`config.mk`:
```
export PLATFORM = sky130hd
export DESIGN_NAME = fifo_wr_arbiter
export DESIGN_NICKNAME = d
export VERILOG_FILES = /design/src/rtl/fifo_wr_arbiter.sv
export SDC_FILE = /design/constraint.sdc
export NUM_CORES = 1
export LEC_CHECK = 0
export BUFFER_PORTS_ARGS = -buffer_cell sky130_fd_sc_hd__buf_2
export CAP_MARGIN = 15
export CORE_AREA = 2 2 513 515
export CTS_CLUSTER_DIAMETER = 100
export DETAILED_ROUTE_END_ITERATION = 8
export DIE_AREA = 0 0 515 517
export HOLD_SLACK_MARGIN = 0.02
export SYNTH_ARGS = -nofsm -noshare
export SYNTH_HDL_FRONTEND = slang
export SYNTH_SLANG_ARGS = --single-unit
```
`constraint.sdc`:
```
create_clock -name wr_clk -period 2.2 [get_ports wr_clk]
set_input_delay 0.33 -clock wr_clk [delete_from_list [all_inputs] [get_ports wr_clk]]
set_output_delay 0.33 -clock wr_clk [all_outputs]
set_load 0.02 [all_outputs]
```
`src/rtl/fifo_wr_arbiter.sv`:
```
// Round-robin packet arbiter in front of one async FIFO write port.
// Holds a grant until packet end or burst cap; never writes while full.
module fifo_wr_arbiter #(
  parameter int N        = 4,
  parameter int WD       = 256,
  parameter int MAXBURST = 16
) (
  input  logic            wr_clk,
  input  logic            rst,
  input  logic [N-1:0]    in_valid,
  input  logic [N-1:0]    in_last,
  input  logic [N*WD-1:0] in_data,
  output logic [N-1:0]    in_ready,
  input  logic            fifo_full,
  input  logic            fifo_almost_full,
  output logic            fifo_wr_en,
  output logic [WD-1:0]   fifo_din,
  output logic [N-1:0]    grant,
  output logic            busy
);

  localparam int IW = (N > 1) ? $clog2(N) : 1;
  localparam int BW = $clog2(MAXBURST);

  typedef enum logic {IDLE, GRANT} state_t;

  state_t         state, state_nx;
  logic [N-1:0]   grant_nx;
  logic [IW-1:0]  owner, owner_nx;
  logic [IW-1:0]  rr_ptr, rr_nx;
  logic [BW-1:0]  cnt, cnt_nx;

  logic           found;
  logic [IW-1:0]  sel;
  logic           beat;
  logic           rel;
  logic [IW-1:0]  owner_inc;
  int             t;

  // first valid requester at or after rr_ptr, wrapping modulo N
  always_comb begin
    found = 1'b0;
    sel   = '0;
    t     = 0;
    for (int i = 0; i < N; i++) begin
      t = int'(rr_ptr) + i;
      if (t >= N) t = t - N;
      if (!found && in_valid[t]) begin
        found = 1'b1;
        sel   = IW'(t);
      end
    end
  end

  assign owner_inc = (int'(owner) == N - 1) ? '0 : owner + 1'b1;

  assign beat = (state == GRANT) & in_valid[owner] & ~fifo_full;
  assign rel  = beat & (in_last[owner] | (cnt == BW'(MAXBURST - 1)));

  always_comb begin
    state_nx = state;
    grant_nx = grant;
    owner_nx = owner;
    rr_nx    = rr_ptr;
    cnt_nx   = cnt;
    unique case (state)
      IDLE: begin
        if (found && !fifo_almost_full && !fifo_full) begin
          state_nx = GRANT;
          grant_nx = N'(1) << sel;
          owner_nx = sel;
          cnt_nx   = '0;
        end
      end
      GRANT: begin
        if (beat) cnt_nx = cnt + 1'b1;
        if (rel) begin
          state_nx = IDLE;
          grant_nx = '0;
          rr_nx    = owner_inc;
        end
      end
      default: state_nx = IDLE;
    endcase
  end

  always_ff @(posedge wr_clk or posedge rst) begin
    if (rst) begin
      state  <= IDLE;
      grant  <= '0;
      owner  <= '0;
      rr_ptr <= '0;
      cnt    <= '0;
    end else begin
      state  <= state_nx;
      grant  <= grant_nx;
      owner  <= owner_nx;
      rr_ptr <= rr_nx;
      cnt    <= cnt_nx;
    end
  end

  // state is cleared asynchronously, so these drop the moment rst rises
  always_comb begin
    in_ready   = '0;
    fifo_wr_en = 1'b0;
    fifo_din   = '0;
    if (state == GRANT) begin
      in_ready   = grant & {N{~fifo_full}};
      fifo_wr_en = beat;
      fifo_din   = in_data[int'(owner)*WD +: WD];
    end
  end

  assign busy = (state == GRANT);

endmodule

```
**Yosys cells after proc, flatten, opt, wreduce, memory -nomap -nowiden**

Index checks and enable logic that the tools add are counted.
W data, S select, Z words.

- $add $sub $neg: 9
- $lt $le $gt $ge: 9
- Equality and inequality tests: 5
- Shift-type cells: 2
- Muxes and demuxes: 41
- Bitwise logic cells: 7
- Reductions and logical operators: 14

Operator list:

| operator | count |
|---|---|
| $shiftx A1024 B11 Y256 | 1 |
| $mux W256 | 1 |
| $lt A32 B4 Y1 const B | 4 |
| $mux W32 | 4 |
| $mux W4 | 5 |
| $mux W1 | 17 |
| $pmux W4 S2 | 2 |
| $bmux W1 S2 | 6 |
| $sub A3 B3 Y4 const B | 3 |
| $mux W2 | 5 |
| $ge A3 B3 Y1 const B | 3 |
| $reduce_and A2 Y1 | 4 |
| $add A2 B2 Y3 const B | 2 |
| $logic_and A1 B1 Y1 | 5 |
| $logic_not A1 Y1 | 5 |
| $add A4 B1 Y4 const B | 1 |
| $and A4 B4 Y4 | 1 |
| $eq A4 B4 Y1 const B | 1 |
| $ne A2 B1 Y1 const B | 2 |
| $shl A1 B2 Y4 const A | 1 |
| $sub A2 B3 Y4 const B | 1 |
| $add A2 B1 Y3 const B | 1 |
| $and A1 B1 Y1 | 3 |
| $ge A2 B3 Y1 const B | 1 |
| 7 further kinds | 8 |

- Flip-flop bits (word level): 13
- Input port bits: 1036
- Output and inout bits: 266
- Word-level logic and storage cells: 92

**Longest topological paths before layout**

Gate-level depths: netlist of the first run.

- Depth after elaboration: 19
- Depth in mapped cells: 6
- Depth with buffers taken out: 5

**Worst setup path before layout of the first run**

Ideal clock, no wire load.

- Path kind: register to output
- Start point: register owner[0]
- End point: output port fifo_din[147]
- Data arrival time: 1.670 ns
- Data required time: 1.870 ns
- Path slack: 0.200 ns
- Cell stages (with the launch flop): 6
- Path buffers: 3
- Cells stage by stage: dfrtp_1 buf_6 buf_2 buf_2 mux4_2 and2_1

- Word-level cells in the longest chain between the ends: 2

Ends and longest elaborated chain:

| what | RTL line | RTL |
|---|---|---|
| start, declared | 29 | `logic [IW-1:0] owner, owner_nx;` |
| start signal, assigned | 97 | `owner <= owner_nx;` |
| $shiftx A1024 B11 Y256 | 111 | `fifo_din = in_data[int'(owner)*WD +: WD];` |
| $mux W256 | 108 | `if (state == GRANT) begin` |
| end, declared | 17 | `output logic [WD-1:0] fifo_din,` |

No other way between the ends.

**Worst setup path in the final report of the first run**

- Start point: register owner[0]
- End point: output port fifo_din[244]

The elaborated chain is that of the path after synthesis.

==> results.toml, run 1 <==
[worst_setup_path]
critPathMaxFanout = 7
cp.arrival_ns = 2.26
critPathKind = "flop to output pin"
crit_end = "fifo_din[244]"
crit_start = "owner[0]"
r2r_end = "rr_ptr[0]"
crit_path_end_kind = "output pin"
rrSetupSlack_ns = -0.09
r2r_cells = 8
required_ns = 1.87
critPathLaunchType = "flop"
worstReg2RegStart = "owner[0]"

[sta]
tns_ns = -71.26
fin_hold_ws_ns = 0.127
finalCritPeriodShare_pct = 118
max_freq_mhz = 385
hold_violations = 0
rsz0062_at_grt = "true"
worst_slack_ns = -0.395
final.min_clock_period_ns = 2.59
slew_headroom_pct = 62.7
worstMarginPinSlew_ns = 0.560
setup_viol = 261
drv_slew = 0
skew_ns = 0.00182

[global_route]
use_met2_pct = 24.6
grt_pass1_vias = 14300
antenna_found_initial = 506
gr-max-usage-layer = "met2"
grt_max_degree = 71
gr-total-overflow = 0
grt.total_usage_pct = 16.7
grt_util_met3_pct = 12.0
grt_pass1_wl_mm = 261
grt_use_met1_pct = 16.3

[die]
std_cell_rows = 188
die_height_um = 517
initial_core_util_pct = 3.26
die_x_um = 515
die_area_um2 = 266000
ios = 1302
coreArea_um2 = 261000

[outcome]
status = "finished, violations left"
violations = "setup timing"

[synthesis]
synthesis.area_um2 = 8520
synth_cells = 671
synthTopCellsByCount = "260 x and2_1, 258 x mux4_2, 34 x clkbuf_1"
synth_cell_types = 30
synth_edf_count = 0
ys_dominant_reg_cell = "dfrtp_1"
yosys-top-cells-area = "mux4_2 68%, and2_1 19%, dfrtp_1 3.8%"
yosysTopAreaCellShare_pct = 68.2
yosys_register_bits = 13
ys_seq_area_share_pct = 3.82
ys_warn_count = 0
yosys.area.top_type = "mux4_2"
synth_nets = 1709
synthArstFlopShare_pct = 100
avgSynthCellArea_um2 = 12.7
yosysMostFrequentCell = "and2_1"

[final_layout]
drive_gt1_share_pct = 93.5
final_nets = 3039
utilization_pct = 9.06
area_growth_pct = 178

[power]
ir_drop_uv = 796
powerDensity_nw_per_um2 = 1470
power_leakage_nw = 9.56
fin_total_pwr_mw = 34.8

[cts]
numCtsBuffers = 3
htreeDepth = 1
hold_buffers = 0
root_buffer = "clkbuf_16"
clockBufferDepth = 2
cts.sinks = 13
cts_tree = "yes"
clkTransAtPathRegs_ns = 0.05
clkLatencyLatePin_ns = 0.24

[route]
remaining_drc_errors = 0
drtAntennaViolNets = 0
vias = 16800
dr.pass1.iters = 7
viasPerCell = 2.96
drt_iter0_markers = 1726
wl_mm = 237
wl_per_cell_um = 41.8

[placement]
place_ws_ns = -0.281
place_congestion = 1.20
port_buffers = 1301
dpl.hpwl_mm = 218

[hold_path]
min_path_type = "primary input to async pin"

[flow_run]
drv_cap = 0
## kinds of logic after synthesis
| group | after synthesis | synth area share, % |
|---|---|---|
| flops | 13 | 3.82 |
| compound gates | 16 | 1.51 |
| simple gates | 285 | 20.6 |
| mux | 262 | 68.8 |
| buf+inv | 93 | 5.01 |
| fa+ha+maj | 2 | 0.294 |
## cells in the final DEF, fill, tap and decap left out, drive strengths merged, types with 3 or more instances in the layout
cell,n
diode,258
nand2,11
mux4,258
buf,1404
clkbuf,13
nor2b,3
and2,260
o21ai,3
inv,4
nand3,3
a21oi,3
dfrtp,13
o32ai,5
nor2,3
## layer usage
layer | vias to the layer above | part of all wire (%) | wire length [um]
met5 | - | 0.81 | 1910
met4 | 228 | 8.4 | 20000
met3 | 963 | 17 | 40900
met2 | 2237 | 42 | 98800
met1 | 7627 | 32 | 75600
li1 | 5756 | - | -
## report_power, final
| part | switching (mW) | internal [mW] |
|---|---|---|
| clock | 0.107 | 0.245 |
| combinational | 18.6 | 15.3 |
| sequential | 0.206 | 0.361 |
| total | 18.9 | 15.9 |
## state kept, by name, indices dropped and copies added, names as in the netlist
name,count
busy,1
cnt,4
grant,4
owner,2
rr_ptr,2
## how the worst min path moves through the flow
stage	from	end	slack, ns	cells after the start
detailed placement	rst	rr_ptr[0]	0.39	2
CTS	rst	grant[1]	0.14	2
global route	rst	grant[0]	0.18	2
global placement	rst	rr_ptr[1]	0.39	2
floorplan	rst	busy	0.21	1
finish	rst	grant[1]	0.13	2
## layout make-up
type	instances	area (um^2)
clock buffers	4	78.8
diodes	258	646
flip-flops and latches	13	337
multi-input cells	565	8230
fillers	30400	237000
repair buffers	1414	10100
inverters	4	15.0
well taps	3420	4280
## critical path, stage by stage (launching register included)
cell and delay, ns:
dfrtp_4 0.45, buf_12 0.16, buf_4 0.19, clkbuf_16 0.18
mux4_2 0.65, and2_1 0.22, buf_2 0.15
## metrics by stage
stage,cell area (um^2),instances
3_5_place_dp,19700,5362
2_1_floorplan,8520,671
6_report,23700,5678
3_3_place_gp,19700,5362
5_1_grt,23500,5607
4_1_cts,22300,5399
## repair_timing
item                       in CTS  in global routing
cloned                         14                  9
pin swaps                      25                 11
setup endpoints to repair     260                263
buffers inserted               19                 19
resized for setup             586                160
(Power assumes the default switching activity.)
==> inputs of run 2 (changes only) <==
Settings changed: ABC_AREA set to 1, CORE_AREA 2 2 513 515 to 2 2 504 506, DIE_AREA 0 0 515 517 to 0 0 506 508.
==> run 2 against run 1 <==
Against the previous run: combinational power rose by 19%; setup slack better by 0.076 ns; the flow still finishes with violations (setup timing); worst hold slack better by 0.060 ns.
==> results.toml, run 2 <==
[worst_setup_path]
required_ns = 1.87
cpLargestDelayFamily = "buffers and inverters"
crit_top_cell = "buf_4"
critPathSlowestCell = "dfrtp_4"
critPathKind = "flop to output pin"
critPathLaunchType = "flop"
critPathMaxFanout = 27
rrSetupSlack_ns = 0.11
cp.buffers_inverters = 5
path_cells = "inv_16 -> buf_16 -> buf_4 -> nor2_1 -> o21ai_0 -> a21oi_2 -> buf_4 -> buf_2"
cp.arrival_ns = 2.19
max_stage_delay_ns = 0.56
crit_path_end_kind = "output pin"

[synthesis]
ys_warn_count = 0
avgSynthCellArea_um2 = 4.44
synth_cell_types = 29
ys_seq_area_share_pct = 3.41
ys_dominant_reg_cell = "dfrtp_1"
yosysTopAreaCellShare_pct = 40.9
synthTopCellsByCount = "1038 x nor2_1, 515 x o21ai_0, 260 x a21oi_1"
yosys.area.top_type = "nor2_1"
yosysMostFrequentCell = "nor2_1"
synth_nets = 3183
yosys-top-cells-area = "nor2_1 41%, o21ai_0 27%, a21oi_1 14%"
synthArstFlopShare_pct = 100
synth_edf_count = 0
synth_cells = 2145
yosys_register_bits = 13
synthesis.area_um2 = 9530

[placement]
place_ws_ns = -0.501
dpl.hpwl_mm = 235
placed_cells_incl_taps = 6906
port_buffers = 1301
placed_cell_area_um2 = 23500
place_congestion = 1.00

[sta]
setup_viol = 254
finalCritPeriodShare_pct = 114
final.min_clock_period_ns = 2.52
max_freq_mhz = 397
worst_slack_ns = -0.318
rsz0062_at_grt = "true"
slew_headroom_pct = 53.3
skew_ns = 0.00169
hold_violations = 0
worstMarginPinSlew_ns = 0.700
drv_slew = 0

[cts]
hold_buffers = 0
root_buffer = "clkbuf_16"
clkLatencyLatePin_ns = 0.25
numCtsBuffers = 3
htreeDepth = 1
cts_tree = "yes"
clkTransAtPathRegs_ns = 0.05
cts.sinks = 13
clockBufferDepth = 2

[outcome]
violations = "setup timing"
status = "finished, violations left"

[die]
std_cell_rows = 185
ios = 1302
die_height_um = 508
initial_core_util_pct = 3.78
die_x_um = 506
coreArea_um2 = 252000
die_area_um2 = 257000

[final_layout]
final_nets = 4644
layout_common_cells = "1120 x buf_2, 949 x nor2_1, 362 x o21ai_0"
top_regs = "cnt (4), grant (4)"
stdcell_area_um2 = 27000
area_growth_pct = 183
multi_input_area_um2 = 9500
drive_gt1_share_pct = 53.9
final-seq-area_um2 = 333
finalNonFillerCells = 7109
final.fill_count = 30000
final_common_cell = "buf_2"
utilization_pct = 10.7

[route]
drtAntennaViolNets = 0
wl_mm = 262
viasPerCell = 3.37
remaining_drc_errors = 0
wl_per_cell_um = 36.8
drt_iter0_markers = 1805
dr.pass1.iters = 5
vias = 23900

[global_route]
grt.total_usage_pct = 19.1
gr-total-overflow = 0
grt_max_degree = 73
antenna_found_initial = 494
grt_pass1_vias = 21900
grt_pass1_wl_mm = 302

[power]
power_leakage_nw = 11.7
powerDensity_nw_per_um2 = 1540
ir_drop_uv = 447

[flow_run]
drv_cap = 0

[hold_path]
min_path_type = "primary input to async pin"
run 2: kinds of logic (layout without fill, tap and decap cells):
group,count (synthesis),after routing,synth area share (%)
AND/OR/NAND/NOR,1122,1122,45.1
AO/OA/AOI/OAI,782,782,41.3
buffers and inverters,225,1685,9.86
flip-flops,13,13,3.41
adder cells (fa/ha/maj),2,2,0.262
XOR/XNOR,1,1,0.0919
other,0,138,0
run 2: final cells by class:
cell class / instances / share of cell area, %
antenna: 138 / 1.28
clock buffer: 4 / 0.292
inverter: 22 / 0.455
multi-input combinational: 1907 / 35.2
sequential: 13 / 1.23
tap: 3366 / 15.6
timing repair buffer: 1658 / 45.9
timing repair inverter: 1 / 0.0417
run 2: worst paths after layout:
| check | startpoint | to | cells after the start |
|---|---|---|---|
| setup / recovery | owner[1] | fifo_din[85] | 8 |
| min in group wr_clk | cnt[0] | cnt[0] | 1 |
| max in group asynchronous | rst | owner[0] | 2 |
| hold reg to reg | cnt[0] | cnt[0] | 1 |
| hold / removal | rst | rr_ptr[1] | 2 |
| setup reg to reg | owner[0] | cnt[3] | 11 |
run 2: routing by layer:
layer | wire length (um) | GRT usage [%] | vias up
li1 | - | - | 10200
met5 | 2210 | 0 | -
met4 | 10200 | 4.29 | 330
met1 | 93500 | 20.6 | 10600
met3 | 37900 | 11.6 | 866
met2 | 118000 | 31.5 | 1946
run 2: report_power, final:
group / switching (mW) / internal, mW / total (mW)
Sequential: 0.179 / 0.355 / 0.534
Combinational: 24.6 / 16.0 / 40.5
Clock: 0.120 / 0.246 / 0.366
Total: 24.9 / 16.6 / 41.4
run 2: timing repair:
item,4_1_cts,5_1_grt
setup endpoints to repair,257,261
resized for setup,453,250
setup buffers,33,14
cloned,14,12
pin swaps,86,62
run 2: metrics by stage:
stage               hold slack (ns)  setup TNS (ns)  total power [mW]
floorplan                     0.207               0              13.9
global placement              0.487          -17.45              35.4
detailed placement            0.473          -15.42              35.2
global route                  0.227          -68.35              43.7
finish                        0.187          -49.71              41.4
CTS                           0.210          -64.33              40.1
